[src/rtl/arb_pkg.sv]
// Shared types and constants for the 32-way round-robin arbiter.
package arb_pkg;

  localparam int unsigned N_REQ = 32;
  localparam int unsigned IDX_W = 5;

  typedef logic [IDX_W-1:0] idx_t;
  typedef logic [N_REQ-1:0] vec_t;

  typedef enum logic {IDLE, GRANT} arb_state_t;

  // Index of the lowest set bit; 0 when the vector is empty.
  function automatic idx_t first_set(vec_t v);
    idx_t r;
    r = '0;
    for (int i = N_REQ - 1; i >= 0; i--) begin
      if (v[i]) r = idx_t'(i);
    end
    return r;
  endfunction

endpackage

[src/rtl/rr_arbiter32_if.sv]
// Request/grant bundle between requesters (master) and the arbiter (slave).
interface rr_arbiter32_if;

  arb_pkg::vec_t Req_in;
  logic          Release_in;
  logic          Grant_valid;
  arb_pkg::idx_t Grant_idx;
  arb_pkg::vec_t Grant_out;
  logic          Busy;
  logic          Timeout_pulse;

  modport master (
    output Req_in, Release_in,
    input  Grant_valid, Grant_idx, Grant_out, Busy, Timeout_pulse
  );

  modport slave (
    input  Req_in, Release_in,
    output Grant_valid, Grant_idx, Grant_out, Busy, Timeout_pulse
  );

endinterface

[src/rtl/grant_onehot_dec.sv]
// Combinational 5-to-32 one-hot decoder for the next grant vector.
module grant_onehot_dec
  import arb_pkg::*;
(
  input  idx_t idx_i,
  output vec_t vec_o
);

  assign vec_o = vec_t'(1) << idx_i;

endmodule

[src/rtl/rr_arbiter32.sv]
// Round-robin arbiter for 32 requesters with registered index and one-hot grant.
// Optional hold timeout enabled by defining ARB_TIMEOUT_EN (length MAX_HOLD cycles).
module rr_arbiter32
  import arb_pkg::*;
#(
  parameter int unsigned MAX_HOLD = 16
) (
  input logic           Clk,
  input logic           Rst_n,
  rr_arbiter32_if.slave arb_io
);

  if (MAX_HOLD < 1 || MAX_HOLD > 255) begin : g_bad_hold
    $error("MAX_HOLD must be in 1..255");
  end

  arb_state_t state_q, state_d;
  idx_t       ptr_q, ptr_d;
  logic       grant_valid_q, grant_valid_d;
  idx_t       grant_idx_q, grant_idx_d;
  vec_t       grant_out_q, grant_out_d;
  logic       busy_q, busy_d;
  logic       timeout_q, timeout_d;

  vec_t req_rot;
  idx_t winner;
  vec_t winner_vec;
  logic owner_done;

  // Rotate so bit 0 is the requester at ptr; the lowest set bit is then the winner.
  always_comb begin
    req_rot = '0;
    for (int i = 0; i < N_REQ; i++) begin
      req_rot[i] = arb_io.Req_in[idx_t'(i) + ptr_q];
    end
  end

  assign winner     = first_set(req_rot) + ptr_q;
  assign owner_done = arb_io.Release_in || !arb_io.Req_in[grant_idx_q];

  grant_onehot_dec u_dec (
    .idx_i (winner),
    .vec_o (winner_vec)
  );

`ifdef ARB_TIMEOUT_EN
  localparam logic [7:0] HoldLast = 8'(MAX_HOLD - 1);
  logic [7:0] hold_cnt_q, hold_cnt_d;
`endif

  always_comb begin
    state_d       = state_q;
    ptr_d         = ptr_q;
    grant_valid_d = grant_valid_q;
    grant_idx_d   = grant_idx_q;
    grant_out_d   = grant_out_q;
    busy_d        = busy_q;
    timeout_d     = 1'b0;
`ifdef ARB_TIMEOUT_EN
    hold_cnt_d    = hold_cnt_q;
`endif
    unique case (state_q)
      IDLE: begin
        if (|arb_io.Req_in) begin
          state_d       = GRANT;
          grant_valid_d = 1'b1;
          grant_idx_d   = winner;
          grant_out_d   = winner_vec;
          busy_d        = 1'b1;
`ifdef ARB_TIMEOUT_EN
          hold_cnt_d    = '0;
`endif
        end
      end
      GRANT: begin
`ifdef ARB_TIMEOUT_EN
        if (owner_done || hold_cnt_q == HoldLast) begin
          // A real release wins over a coincident timeout.
          timeout_d = !owner_done;
`else
        if (owner_done) begin
`endif
          state_d       = IDLE;
          ptr_d         = grant_idx_q + idx_t'(1);
          grant_valid_d = 1'b0;
          grant_idx_d   = '0;
          grant_out_d   = '0;
          busy_d        = 1'b0;
        end
`ifdef ARB_TIMEOUT_EN
        else begin
          hold_cnt_d = hold_cnt_q + 8'd1;
        end
`endif
      end
      default: state_d = IDLE;
    endcase
  end

  always_ff @(posedge Clk or negedge Rst_n) begin
    if (!Rst_n) begin
      state_q       <= IDLE;
      ptr_q         <= '0;
      grant_valid_q <= 1'b0;
      grant_idx_q   <= '0;
      grant_out_q   <= '0;
      busy_q        <= 1'b0;
      timeout_q     <= 1'b0;
`ifdef ARB_TIMEOUT_EN
      hold_cnt_q    <= '0;
`endif
    end else begin
      state_q       <= state_d;
      ptr_q         <= ptr_d;
      grant_valid_q <= grant_valid_d;
      grant_idx_q   <= grant_idx_d;
      grant_out_q   <= grant_out_d;
      busy_q        <= busy_d;
      timeout_q     <= timeout_d;
`ifdef ARB_TIMEOUT_EN
      hold_cnt_q    <= hold_cnt_d;
`endif
    end
  end

  assign arb_io.Grant_valid   = grant_valid_q;
  assign arb_io.Grant_idx     = grant_idx_q;
  assign arb_io.Grant_out     = grant_out_q;
  assign arb_io.Busy          = busy_q;
`ifdef ARB_TIMEOUT_EN
  assign arb_io.Timeout_pulse = timeout_q;
`else
  assign arb_io.Timeout_pulse = 1'b0;
`endif

endmodule

[src/flat_wrapper.sv]
// flat-port wrapper written by rule: the top's interface ports become plain ports
module rr_arbiter32_flat import arb_pkg::*;
#(
  parameter int unsigned MAX_HOLD = 16
)
  (Clk, Rst_n, arb_io_Req_in, arb_io_Release_in, arb_io_Grant_valid, arb_io_Grant_idx, arb_io_Grant_out, arb_io_Busy, arb_io_Timeout_pulse);
  rr_arbiter32_if arb_io_i ();
  input logic Clk;
  input logic Rst_n;
  input wire logic [$bits(arb_io_i.Req_in)-1:0] arb_io_Req_in;
  input wire logic [$bits(arb_io_i.Release_in)-1:0] arb_io_Release_in;
  output wire logic [$bits(arb_io_i.Grant_valid)-1:0] arb_io_Grant_valid;
  output wire logic [$bits(arb_io_i.Grant_idx)-1:0] arb_io_Grant_idx;
  output wire logic [$bits(arb_io_i.Grant_out)-1:0] arb_io_Grant_out;
  output wire logic [$bits(arb_io_i.Busy)-1:0] arb_io_Busy;
  output wire logic [$bits(arb_io_i.Timeout_pulse)-1:0] arb_io_Timeout_pulse;
  assign arb_io_i.Req_in = arb_io_Req_in;
  assign arb_io_i.Release_in = arb_io_Release_in;
  assign arb_io_Grant_valid = arb_io_i.Grant_valid;
  assign arb_io_Grant_idx = arb_io_i.Grant_idx;
  assign arb_io_Grant_out = arb_io_i.Grant_out;
  assign arb_io_Busy = arb_io_i.Busy;
  assign arb_io_Timeout_pulse = arb_io_i.Timeout_pulse;
  rr_arbiter32 #(.MAX_HOLD(MAX_HOLD)) u_core (.Clk(Clk), .Rst_n(Rst_n), .arb_io(arb_io_i));
endmodule
[config.mk]
export PLATFORM = sky130hd
export DESIGN_NAME = rr_arbiter32_flat
export DESIGN_NICKNAME = d
export VERILOG_FILES = /design/src/rtl/arb_pkg.sv /design/src/rtl/rr_arbiter32_if.sv /design/src/rtl/grant_onehot_dec.sv /design/src/rtl/rr_arbiter32.sv /design/src/flat_wrapper.sv
export SDC_FILE = /design/constraint.sdc
export NUM_CORES = 1
export LEC_CHECK = 0
export BUFFER_PORTS_ARGS = -buffer_cell sky130_fd_sc_hd__buf_2
export CAP_MARGIN = 40
export CORE_UTILIZATION = 55
export DETAILED_ROUTE_END_ITERATION = 10
export PLACE_DENSITY = 0.85
export SKIP_CTS_REPAIR_TIMING = 1
export SYNTH_ARGS = -nofsm -noshare
export SYNTH_HDL_FRONTEND = slang
export SYNTH_SLANG_ARGS = --single-unit
export TNS_END_PERCENT = 10
[constraint.sdc]
create_clock -name Clk -period 17.5 [get_ports Clk]
set_input_delay 1.75 -clock Clk [delete_from_list [all_inputs] [get_ports Clk]]
set_output_delay 1.75 -clock Clk [all_outputs]
set_load 0.01 [all_outputs]
==> summary.txt <==
Setup path
  – Worst R2R Start: u_core.ptr_q[1]$_DFFE_PN0P_
  – R2R Path End: u_core.arb_io.Grant_out[3]$_DFFE_PN0P_
  – Crit path top cell by count: nand3_1
  – Critical path cell sequence: buf_4 > clkinv_1 > ha_1 > mux4_2 > mux2i_1 > mux2i_1 > mux2_2 > o32a_1 > or3b_2 > o21ai_1 > nand3_1 > fa_1 > nor2b_1 > o21ai_0 > nand2b_1 > xor2_1 > nand2_1 > nor2_1 > nand3_1 > nand3_1
  – Critical path peak fanout: 26
  – Nature of the critical path endpoint: flip-flop
  – Reg2Reg Setup Slack: ~11000 ps
  – Critical path required time: 17740 ps
  – Worst EP arrival: between 6000 and 7000 ps
  – Worst path max stage delay: slightly below 900 ps
  – Reg2reg path depth: 20
  – Startpoint types: flip-flop
  – Critical path's slowest cell: ha_1
  – CP Class: reg -> reg

Floorplanning
  – Die Area: 11470 um2
  – # rows: 38
  – Die width: around 110 um
  – Die H: between 100 and 150 um
  – Core ar.: approximately 11000 um2
  – Initial core utilization: 56.29%
  – IO Pins: 75

Global routing
  – Antenna violations before repair: 0
  – Tot GR Track Use: 30.74%
  – Vias in the first global route: around 5400
  – Grt ovf: 0
  – Largest net degree at the start of global routing: slightly below 50
  – Global-route wire length before repair: between 20000 and 30000 um

Yosys
  – Share of flip-flops with an asynchronous set or reset: 100.0%
  – Seq cells post-synth: between 40 and 50
  – Post-synth EDFFs: 0
  – Syn. warnings: 0
  – Top FF cell, synth: dfrtp_1
  – Syn avg cell area: roughly 9.9 um2
  – Synth cell types: a little under 60
  – Post-synthesis cell count: slightly above 600
  – Post-Syn Area: just over 6000 um2
  – Synth Net Count: around 670
  – Seq/Total Area, Yosys: roughly 18%

Routing
  – Post-route DRC: 0
  – Drt pass-1 iters: 7
  – Routed vias: roughly 5600
  – Vias/cell: around 7.0
  – WL/cell: 21.35 um
  – Routed WL: around 17000 um
  – Drt initial violations: around 630
  – Final ANT Viol Nets: 0

Timing
  – Setup violations, final: 0
  – Slew of the pin with the lowest slew margin: approximately 950 ps
  – Max-slew violation count: 0
  – Fin Setup TNS: 0 ps
  – Max transition margin: 36.29%
  – Clk_skew: roughly 8.3 ps
  – Fmax: 0.1580 GHz
  – RSZ-0062 raised after global routing: no
  – Crit share post-route: around 36%
  – Post-layout worst setup margin: around 11000 ps
  – Final min period: between 6000 and 7000 ps
  – Fin. Hold Viols: 0

CTS
  – H-tree depth: 2
  – Bufs on Longest Clock Path: 2
  – Worst-Skew Late Latency: 310 ps
  – Clk sink count: 44
  – Num CTS Buffers: 5
  – Clock transition at path regs: about 90 ps
  – CTS tree: built
  – Root Driver: clkbuf_8

Final layout
  – Final nets: roughly 700
  – Most common cell after layout, fill and taps aside: mux4_2
  – Antenna diode count: 0
  – Fillers: between 800 and 900
  – Commonest cells after routing, fill and taps aside: 83 x mux4_2, 77 x nand3_1, 73 x buf_2
  – Area Overhead vs Synth: 8.134%
  – Fraction of layout cells with a size suffix above 1: between 20% and 30%
  – Fin util: 60.87%

Worst hold path
  – Cells on Worst Hold Path: 2
  – Worst Hold Launch: u_core.arb_io.Grant_out[13]$_DFFE_PN0P_
  – Hold Path Class: reg -> reg
  – Hold Path Sink: u_core.arb_io.Grant_out[13]$_DFFE_PN0P_

Place
  – I/O Buffers: 73
  – GP Congestion: around 0.95
  – Post-DP HPWL: 12960 um
  – DP Worst Slack: 11240 ps

Run status
  – Status: complete, no violations

Flow run
  – Max-cap violations: 0
[kinds of logic after synthesis]
family | Yosys count | synth area share, %
buffers and inverters | 55 | 4.819
other | 1 | 0.06172
multiplexers | 143 | 40.90
AND/OR/NAND/NOR | 230 | 18.37
XOR/XNOR | 34 | 5.272
AO/OA/AOI/OAI | 89 | 8.422
adder cells (fa/ha/maj) | 19 | 4.036
flip-flops | 44 | 18.12
[critical path: cells and delay by family (launching register included)]
kind / cells / cell delay [ps]
flops: 1 / 340
simple gates: 8 / 1480
mux: 4 / 1230
compound gates: 3 / 610
fa+ha+maj: 2 / 1370
xor+xnor: 1 / 350
buf+inv: 2 / 850
[stage by stage]
| stage | hold WS [ps] | instances | area [um2] |
|---|---|---|---|
| after global placement | 474.3 | 790 | 6407 |
| final | 495.4 | 803 | 6570 |
| after CTS | 499.9 | 803 | 6570 |
| after detailed placement | 479.4 | 795 | 6480 |
| after floorplan | 488.4 | 615 | 6076 |
| after global routing | 512.7 | 803 | 6570 |
[layer usage]
| layer | share of wire [%] | track usage, % | routed length (um) |
|---|---|---|---|
| met5 | 0 | 0 | 0 |
| met4 | 3.6 | 10.27 | 619 |
| met3 | 9.4 | 6.383 | 1609 |
| met2 | 48 | 50.88 | 8275 |
| met1 | 39 | 40.26 | 6642 |
[worst max-delay path by stage]
stage	startpoint	to	slack, ps	cells past startpoint
after floorplan	u_core.ptr_q[1]$_DFFE_PN0P_	u_core.arb_io.Grant_out[28]$_DFFE_PN0P_	11650	23
after global placement	arb_io_Req_in[22]	u_core.arb_io.Grant_out[2]$_DFFE_PN0P_	11460	18
after detailed placement	u_core.ptr_q[1]$_DFFE_PN0P_	u_core.arb_io.Grant_out[31]$_DFFE_PN0P_	11240	20
after CTS	u_core.ptr_q[1]$_DFFE_PN0P_	u_core.arb_io.Grant_out[3]$_DFFE_PN0P_	11200	20
after global routing	u_core.ptr_q[1]$_DFFE_PN0P_	u_core.arb_io.Grant_out[29]$_DFFE_PN0P_	10640	20
final	u_core.ptr_q[1]$_DFFE_PN0P_	u_core.arb_io.Grant_out[3]$_DFFE_PN0P_	11170	20
[cell usage after synthesis, types with 6 or more instances]
master    number  area, um2
mux4_2        83       1869
nand3_1       77      385.4
nand2_1       63      236.5
mux2i_1       48      480.5
dfrtp_1       44       1101
nor2_1        43      161.4
o21ai_0       32      160.2
ha_1          18      225.2
o21ai_1       17      85.08
xnor2_1       17      148.9
a21oi_1       15      75.07
clkbuf_1      15      56.30
buf_2         14      70.07
xor2_1        14      122.6
mux2_2        12      135.1
nor4_1        10      62.56
inv_1          9      33.78
nand2b_1       6      37.54
[final cells by class]
class / count / area (um2) / share of cell area [%]
timing repair buffer: 83 / 475.5 / 7.237
clock buffer: 8 / 90.09 / 1.371
multi-input combinational: 516 / 4682 / 71.26
sequential: 44 / 1102 / 16.78
inverter: 12 / 45.04 / 0.6856
tap: 140 / 175.2 / 2.666
[state kept, by name, summed over array words and instances (netlist names)]
register,cells
u_core.arb_io.Grant_out,32
u_core.arb_io.Grant_idx,5
u_core.ptr_q,5
u_core.arb_io.Grant_valid,1
u_core.state_q,1
Power is not shown: default switching activity piles up to over one toggle a cycle in this logic, so the estimate is an artifact.
